### src/rtl/img_frame_ctrl.sv
// rtl/img_frame_ctrl.sv - VGA raster sequencer gating ImgProcess on frame boundaries
module img_frame_ctrl #(
    parameter logic [10:0] H_TOTAL      = 11'd800,
    parameter logic [10:0] V_TOTAL      = 11'd525,
    parameter logic [10:0] H_ACTIVE     = 11'd640,
    parameter logic [10:0] V_ACTIVE     = 11'd480,
    parameter logic [10:0] H_SYNC_START = 11'd656,
    parameter logic [10:0] H_SYNC_END   = 11'd752,
    parameter logic [10:0] V_SYNC_START = 11'd490,
    parameter logic [10:0] V_SYNC_END   = 11'd492,
    parameter int          PROC_LATENCY = 3
) (
    input  logic        i_clk,
    input  logic        i_rst_n,
    input  logic        i_start,
    input  logic        i_stop,
    input  logic [1:0]  i_mode,
    output logic [1:0]  o_proc_mode,
    output logic        o_is_new_read,
    output logic        o_out_valid,
    output logic [10:0] o_h_cnt,
    output logic [10:0] o_v_cnt,
    output logic        o_hsync_n,
    output logic        o_vsync_n,
    output logic        o_blank_n,
    output logic        o_frame_done,
    output logic        o_busy
);

    typedef enum logic [1:0] {IDLE, ARMED, RUN, DRAIN} state_t;

    localparam int DW = $clog2(PROC_LATENCY + 1);
    localparam logic [DW-1:0] DRAIN_LOAD = DW'(PROC_LATENCY);

    state_t                  state;
    logic                    stop_pend;
    logic [DW-1:0]           drain_cnt;
    logic [PROC_LATENCY-1:0] lat_sr;
    logic                    h_last;
    logic                    v_last;
    logic                    eof;
    logic                    active;

    assign h_last = (o_h_cnt == H_TOTAL - 11'd1);
    assign v_last = (o_v_cnt == V_TOTAL - 11'd1);
    assign eof    = h_last && v_last;
    assign active = (o_h_cnt < H_ACTIVE) && (o_v_cnt < V_ACTIVE);

    assign o_blank_n     = active;
    assign o_hsync_n     = !((o_h_cnt >= H_SYNC_START) && (o_h_cnt < H_SYNC_END));
    assign o_vsync_n     = !((o_v_cnt >= V_SYNC_START) && (o_v_cnt < V_SYNC_END));
    assign o_is_new_read = (state == RUN) && active;
    assign o_frame_done  = (state == RUN) && eof;
    assign o_busy        = (state != IDLE);
    assign o_out_valid   = lat_sr[PROC_LATENCY-1];

    always_ff @(posedge i_clk) begin
        if (!i_rst_n) begin
            o_h_cnt     <= 11'd0;
            o_v_cnt     <= 11'd0;
            state       <= IDLE;
            stop_pend   <= 1'b0;
            drain_cnt   <= '0;
            o_proc_mode <= 2'd0;
        end else begin
            o_h_cnt <= h_last ? 11'd0 : o_h_cnt + 11'd1;
            if (h_last) begin
                o_v_cnt <= v_last ? 11'd0 : o_v_cnt + 11'd1;
            end

            case (state)
                IDLE: begin
                    if (!i_stop && i_start) begin
                        state <= ARMED;
                    end
                end
                ARMED: begin
                    if (i_stop) begin
                        state <= IDLE;
                    end else if (eof) begin
                        state       <= RUN;
                        o_proc_mode <= i_mode;
                    end
                end
                RUN: begin
                    // a stop is only honoured at the frame boundary, never mid-frame
                    if (eof) begin
                        if (stop_pend || i_stop) begin
                            state     <= DRAIN;
                            stop_pend <= 1'b0;
                            drain_cnt <= DRAIN_LOAD;
                        end else begin
                            o_proc_mode <= i_mode;
                        end
                    end else if (i_stop) begin
                        stop_pend <= 1'b1;
                    end
                end
                DRAIN: begin
                    if (drain_cnt <= DW'(1)) begin
                        state <= IDLE;
                    end else begin
                        drain_cnt <= drain_cnt - DW'(1);
                    end
                end
                default: state <= IDLE;
            endcase
        end
    end

    generate
        if (PROC_LATENCY == 1) begin : g_lat1
            always_ff @(posedge i_clk) begin
                if (!i_rst_n) lat_sr <= '0;
                else          lat_sr <= o_is_new_read;
            end
        end else begin : g_latn
            always_ff @(posedge i_clk) begin
                if (!i_rst_n) lat_sr <= '0;
                else          lat_sr <= {lat_sr[PROC_LATENCY-2:0], o_is_new_read};
            end
        end
    endgenerate

endmodule
### config.mk
export PLATFORM = sky130hd
export DESIGN_NAME = img_frame_ctrl
export DESIGN_NICKNAME = d
export VERILOG_FILES = /design/src/rtl/img_frame_ctrl.sv
export SDC_FILE = /design/constraint.sdc
export NUM_CORES = 1
export LEC_CHECK = 0
export CORE_UTILIZATION = 49
export DETAILED_ROUTE_END_ITERATION = 12
export GPL_TIMING_DRIVEN = 1
export PLACE_DENSITY = 0.84
export SYNTH_ARGS = -nofsm -noshare
export SYNTH_HDL_FRONTEND = slang
export SYNTH_SLANG_ARGS = --single-unit
### constraint.sdc
create_clock -name i_clk -period 2.9 [get_ports i_clk]
set_input_delay 0.58 -clock i_clk [delete_from_list [all_inputs] [get_ports i_clk]]
set_output_delay 0.58 -clock i_clk [all_outputs]
set_load 0.05 [all_outputs]
== Word-level counts from Yosys, hierarchy flattened ==
Cells that the tools add are included.

* Register bits: 32
* Bits of input ports: 6
* Word-level logic and storage cells: 72

* $add $sub $neg: 3
* $lt $le $gt $ge: 7
* Equality and inequality tests: 15
* Multiplexer cells: 18
* Bitwise operators: 1
* Reduce and logical (&&, ||, !) cells: 21

{| class="wikitable"
|+ Operators with widths
! kind !! number
|-
| $add 11x1->11 const B || 2
|-
| $eq 11x10->1 const B || 2
|-
| $lt 11x10->1 const B || 2
|-
| $lt 11x9->1 const B || 2
|-
| $mux 2 || 11
|-
| $ne 2x2->1 const B || 7
|-
| $ge 11x10->1 const B || 1
|-
| $ge 11x9->1 const B || 1
|-
| $mux 11 || 1
|-
| $reduce_and 5->1 || 2
|-
| $pmux 2 s2 || 2
|-
| $pmux 2 s4 || 1
|-
| $reduce_bool 2->1 || 4
|-
| $logic_and 1x1->1 || 7
|-
| $eq 2x2->1 const B || 2
|-
| $ne 2x1->1 const B || 2
|-
| $reduce_and 4->1 || 1
|-
| $logic_not 1->1 || 3
|-
| $mux 1 || 3
|-
| $ne 3x3->1 const B || 1
|-
| $reduce_and 3->1 || 1
|-
| $eq 2x1->1 const B || 1
|-
| $le 2x1->1 const B || 1
|-
| $logic_not 2->1 || 1
|-
| 4 further kinds || 4
|}

== Depth between registers and ports, before layout ==
* Word-level depth: 5
* Mapped depth: 7
* Mapped depth without buffers: 6

== Worst setup path after synthesis ==
No wires, ideal clock.

* Path type: flip-flop to output port
* Start: reg o_h_cnt[5]
* End: out o_frame_done
* Arrival: 2,231 ps
* Required time: 2,320 ps
* Path slack: 89 ps
* Cell stages (with the launch flop): 6
* Buffers on the path: 1
* Cells stage by stage: dfxtp_1 -> or4_4 -> buf_6 -> nor4_1 -> nand3_1 -> nor2_1

* Cells in the longest elaborated chain, start to end: 3

{| class="wikitable"
|+ Ends and longest elaborated chain
! item !! RTL line !! RTL
|-
| start, declared || 21 || <nowiki>output logic [10:0] o_h_cnt,</nowiki>
|-
| start signal, assigned || 66 || <nowiki>o_h_cnt <= h_last ? 11'd0 : o_h_cnt + 11'd1;</nowiki>
|-
| $eq 11x10->1 || 44 || <nowiki>assign h_last = (o_h_cnt == H_TOTAL - 11'd1);</nowiki>
|-
| $logic_and 1x1->1 || 46 || <nowiki>assign eof = h_last && v_last;</nowiki>
|-
| $logic_and 1x1->1 || 53 || <nowiki>assign o_frame_done = (state == RUN) && eof;</nowiki>
|-
| end, declared || 26 || <nowiki>output logic o_frame_done,</nowiki>
|}

Every way passes these cells.

== Final worst setup path ==
* Start: reg o_v_cnt[8]
* End: out o_is_new_read

* Cells in the longest elaborated chain, start to end: 3

{| class="wikitable"
|+ Ends and longest elaborated chain
! item !! RTL line !! RTL
|-
| start, declared || 22 || <nowiki>output logic [10:0] o_v_cnt,</nowiki>
|-
| start signal, assigned || 68 || <nowiki>o_v_cnt <= v_last ? 11'd0 : o_v_cnt + 11'd1;</nowiki>
|-
| $lt 11x9->1 || 47 || <nowiki>assign active = (o_h_cnt < H_ACTIVE) && (o_v_cnt < V_ACTIVE);</nowiki>
|-
| $logic_and 1x1->1 || 47 ||
|-
| $logic_and 1x1->1 || 52 || <nowiki>assign o_is_new_read = (state == RUN) && active;</nowiki>
|-
| end, declared || 19 || <nowiki>output logic o_is_new_read,</nowiki>
|}

Every way passes these cells.

==> impl_summary.txt <==
----------------------------------------------------
[Synth]
  Synth warn ... 0
  Most frequently used flop master after synthesis ... dfxtp_1
  Fraction of synthesized area in multiplexers ... 0.0254
  Post-synth EDFFs ... 0
  Synthesized Nets ... 204
  Async SR Flop Fraction ... 0
  Number of distinct library cells after synthesis ... 41
  Synth Area in Compound Gates ... 0.101
  Simple-gate share of the synthesized area ... 0.337
  Area of the mapped netlist ... 0.00163 mm^2
  Largest family of logic cells by synthesized area ... simple AND/OR/NAND/NOR gates
  Flop and latch count out of synthesis ... 32
  Synthesized-area fraction occupied by xor and xnor cells ... 0.0699
  Synth Area in Adders ... 0.0307
  Synthesized instance count ... 194
  Sequential share of the synthesized area ... 0.394
  Avg Synthesized Cell Area ... 8.39 um^2

[Global routing]
  Largest net degree at the start of global routing ... 13
  Via count of the first global-routing pass ... 1,354
  Global route total overflow ... 0
  Layer with the highest usage after global routing ... met2
  Number of antenna violations at the first check in global routing ... 0
  Met3 demand-to-capacity share in global routing ... 0.0677
  Overall routing resource usage ... 0.235
  Wire length of the first global-routing pass ... 6210 um
  Global Route met1 Usage ... 0.318
  Met2 usage ... 0.358

[STA]
  Max Slew Vio Count ... 0
  Setup TNS ... 0 ns
  Relative slew margins ... 0.571
  Crit share post-route ... 0.937
  Number of hold-slack violations in the final timing report ... 0
  Transition time at the pin with the least slew margin ... 0.640 ns
  Final worst slack ... 0.183 ns
  Unrepaired setup endpoints after global routing ... no
  Worst-case clock skew ... 0.00971 ns
  Maximum achievable frequency ... 0.368 GHz
  Endpoints failing setup ... 0
  Final hold slack ... 0.443 ns
  Post-layout min period ... 2.72 ns

[Outcome]
  Status ... completed

[Cells and area]
  Area overhead of the layout relative to synthesis ... 30.2%
  Number of inserted filler cells in the final layout ... 284
  Number of diodes added for antenna fixing ... 0
  Share of cells above drive strength 1 ... 0.0886
  Layout Nets ... 246
  Number of standard cells in the final layout excluding fillers ... 281
  Combined area of the multi-input logic cells ... 918 um^2
  Area of all sequential standard cells ... 641 um^2

[Clocking]
  Source-to-sink clock delay at the later pin of the worst-skew pair ... 0.33 ns
  Clock-pin slew reported for the worst setup and hold paths after clock tree synthesis ... 0.09 ns
  Worst-case clock buffer depth ... 2
  Clk sinks ... 32
  Post-CTS Setup Inserts ... 0
  Number of H-tree levels ... 2
  Number of buffers created by CTS ... 5
  Post-CTS sizing ... 0
  Clock root cell ... clkbuf_4
  Post-CTS Hold Buffers ... 0
  Clock tree from TritonCTS ... built

[Floorplanning]
  Site row count ... 20
  Starting Density ... 0.525
  X dimension of the die ... 59.6 um
  Top-level port count ... 37
  Core area ... 0.00310 mm^2
  Die area ... 0.00356 mm^2
  Die Ht ... 59.6 um

[Routing]
  DRC violations left ... 0
  Initial detailed-routing violation count ... 81
  Drt total wl ... 3780 um
  Number of antenna-violating nets in the routed design ... 0
  Number of vias per cell after detailed routing ... 5.56
  Iteration count of the initial detailed-routing pass ... 5
  Vias ... 1,563
  Post-detailed-route wirelength per cell ... 13.5 um

[Setup path]
  Endpoint class of the critical path ... output pin
  Setup slack, reg-to-reg ... 0.46 ns
  Startpoint type of the worst setup path ... flip-flop
  Worst Path Max Fanout ... 6
  WP data required ... 2.32 ns
  Arrival time worst endpoint ... 2.14 ns
  Critical path class ... flip-flop to output pin

[Placement]
  Worst slack, placed ... 0.463 ns
  Post-placement cell count ... 271
  Routability congestion estimate ... 0.835
  DP Wirelength ... 2600 um
  Number of buffers inserted by port buffering ... 36

[Pwr]
  Power per cell area ... 403 mW/mm^2
  Leakage power figure ... 0.722 nW
  Total design power ... 0.000855 W
  Worst VDD drop ... 0.000272 V

[Hold path]
  Path type of the worst min-delay path ... flip-flop to flip-flop

[Run]
  Max_cap viols ... 0

----------------------------------------------------
## metal layers
layer  vias to the layer above  part of all wire
li1                        789                 -
met1                       716              0.48
met2                        49              0.45
met3                         9             0.057
met4                         0             0.018
met5                         -                 0
## layout by cell type, fill, tap and decap left out, types with 6 or more instances in the layout
cell type         n
inv_1             8
xor2_1            7
nor2_1           22
xnor2_1           6
nand2_1          13
o21ai_0           8
clkdlybuf4s50_1  34
nor3_1            7
nor4_1            9
or4_1             7
buf_4             7
nand3_1          10
nand4_1           7
a21oi_1           8
dfxtp_1          32
## layout make-up
cell class	instances	share of cell area
inverters	9	0.0159
repair buffers	42	0.195
well taps	44	0.0260
multi-input cells	146	0.433
clock buffers	8	0.0277
flip-flops and latches	32	0.302
## power by group
group	internal [W]	total [W]	switching, W
sequential	0.000449	0.000467	0.0000180
clock	0.000119	0.000261	0.000142
combinational	0.0000516	0.000127	0.0000751
## cell families after synthesis
family / Yosys count
simple gates: 99
flops: 32
compound gates: 26
buf+inv: 16
xor+xnor: 13
mux: 4
fa+ha+maj: 4
## sequential cells by signal, indices dropped and copies added, names as in the netlist, named ones only
register,flops
drain_cnt,2
lat_sr,3
o_h_cnt,11
o_proc_mode,2
o_v_cnt,11
state,1
stop_pend,1
## stage by stage
step | utilization | instance area (um^2)
finish | 0.683 | 2120
global route | 0.683 | 2120
global placement | 0.659 | 2050
CTS | 0.678 | 2100
detailed placement | 0.659 | 2050
floorplan | - | 1630
## critical path: stages (launching register included)
cell and delay [ns]:
dfxtp_1 0.46, nand4_1 0.26, and3_1 0.26, and2_1 0.14
clkdlybuf4s50_1 0.69
## cell usage after synthesis (all sizes together) (2+ instances only)
| cell | count | area [um^2] |
|---|---|---|
| xor2 | 7 | 61.3 |
| buf | 2 | 16.3 |
| inv | 8 | 30.0 |
| nor3 | 7 | 35.0 |
| mux2i | 3 | 30.0 |
| ha | 4 | 50.1 |
| and2 | 4 | 25.0 |
| nand2b | 4 | 25.0 |
| clkbuf | 5 | 18.8 |
| o31ai | 2 | 15.0 |
| nor4b | 2 | 17.5 |
| and3 | 4 | 25.0 |
| nor2 | 22 | 82.6 |
| or3 | 2 | 12.5 |
| or4 | 8 | 63.8 |
| nand2 | 13 | 48.8 |
| nand4 | 7 | 43.8 |
| o21ai | 10 | 50.1 |
| nor4 | 9 | 56.3 |
| nand3 | 10 | 50.1 |
| a21oi | 8 | 40.0 |
| xnor2 | 6 | 52.6 |
| dfxtp | 32 | 641 |
## path summary, 6_finish.rpt
| kind | startpoint | depth (start not counted) | to |
|---|---|---|---|
| hold reg to reg | lat_sr[0] | 1 | lat_sr[1] |
| hold / removal | lat_sr[0] | 1 | lat_sr[1] |
| setup / recovery | o_v_cnt[8] | 4 | o_is_new_read |
| setup reg to reg | o_h_cnt[0] | 6 | state[0] |
No activity file was read; power rests on OpenSTA's default activity.
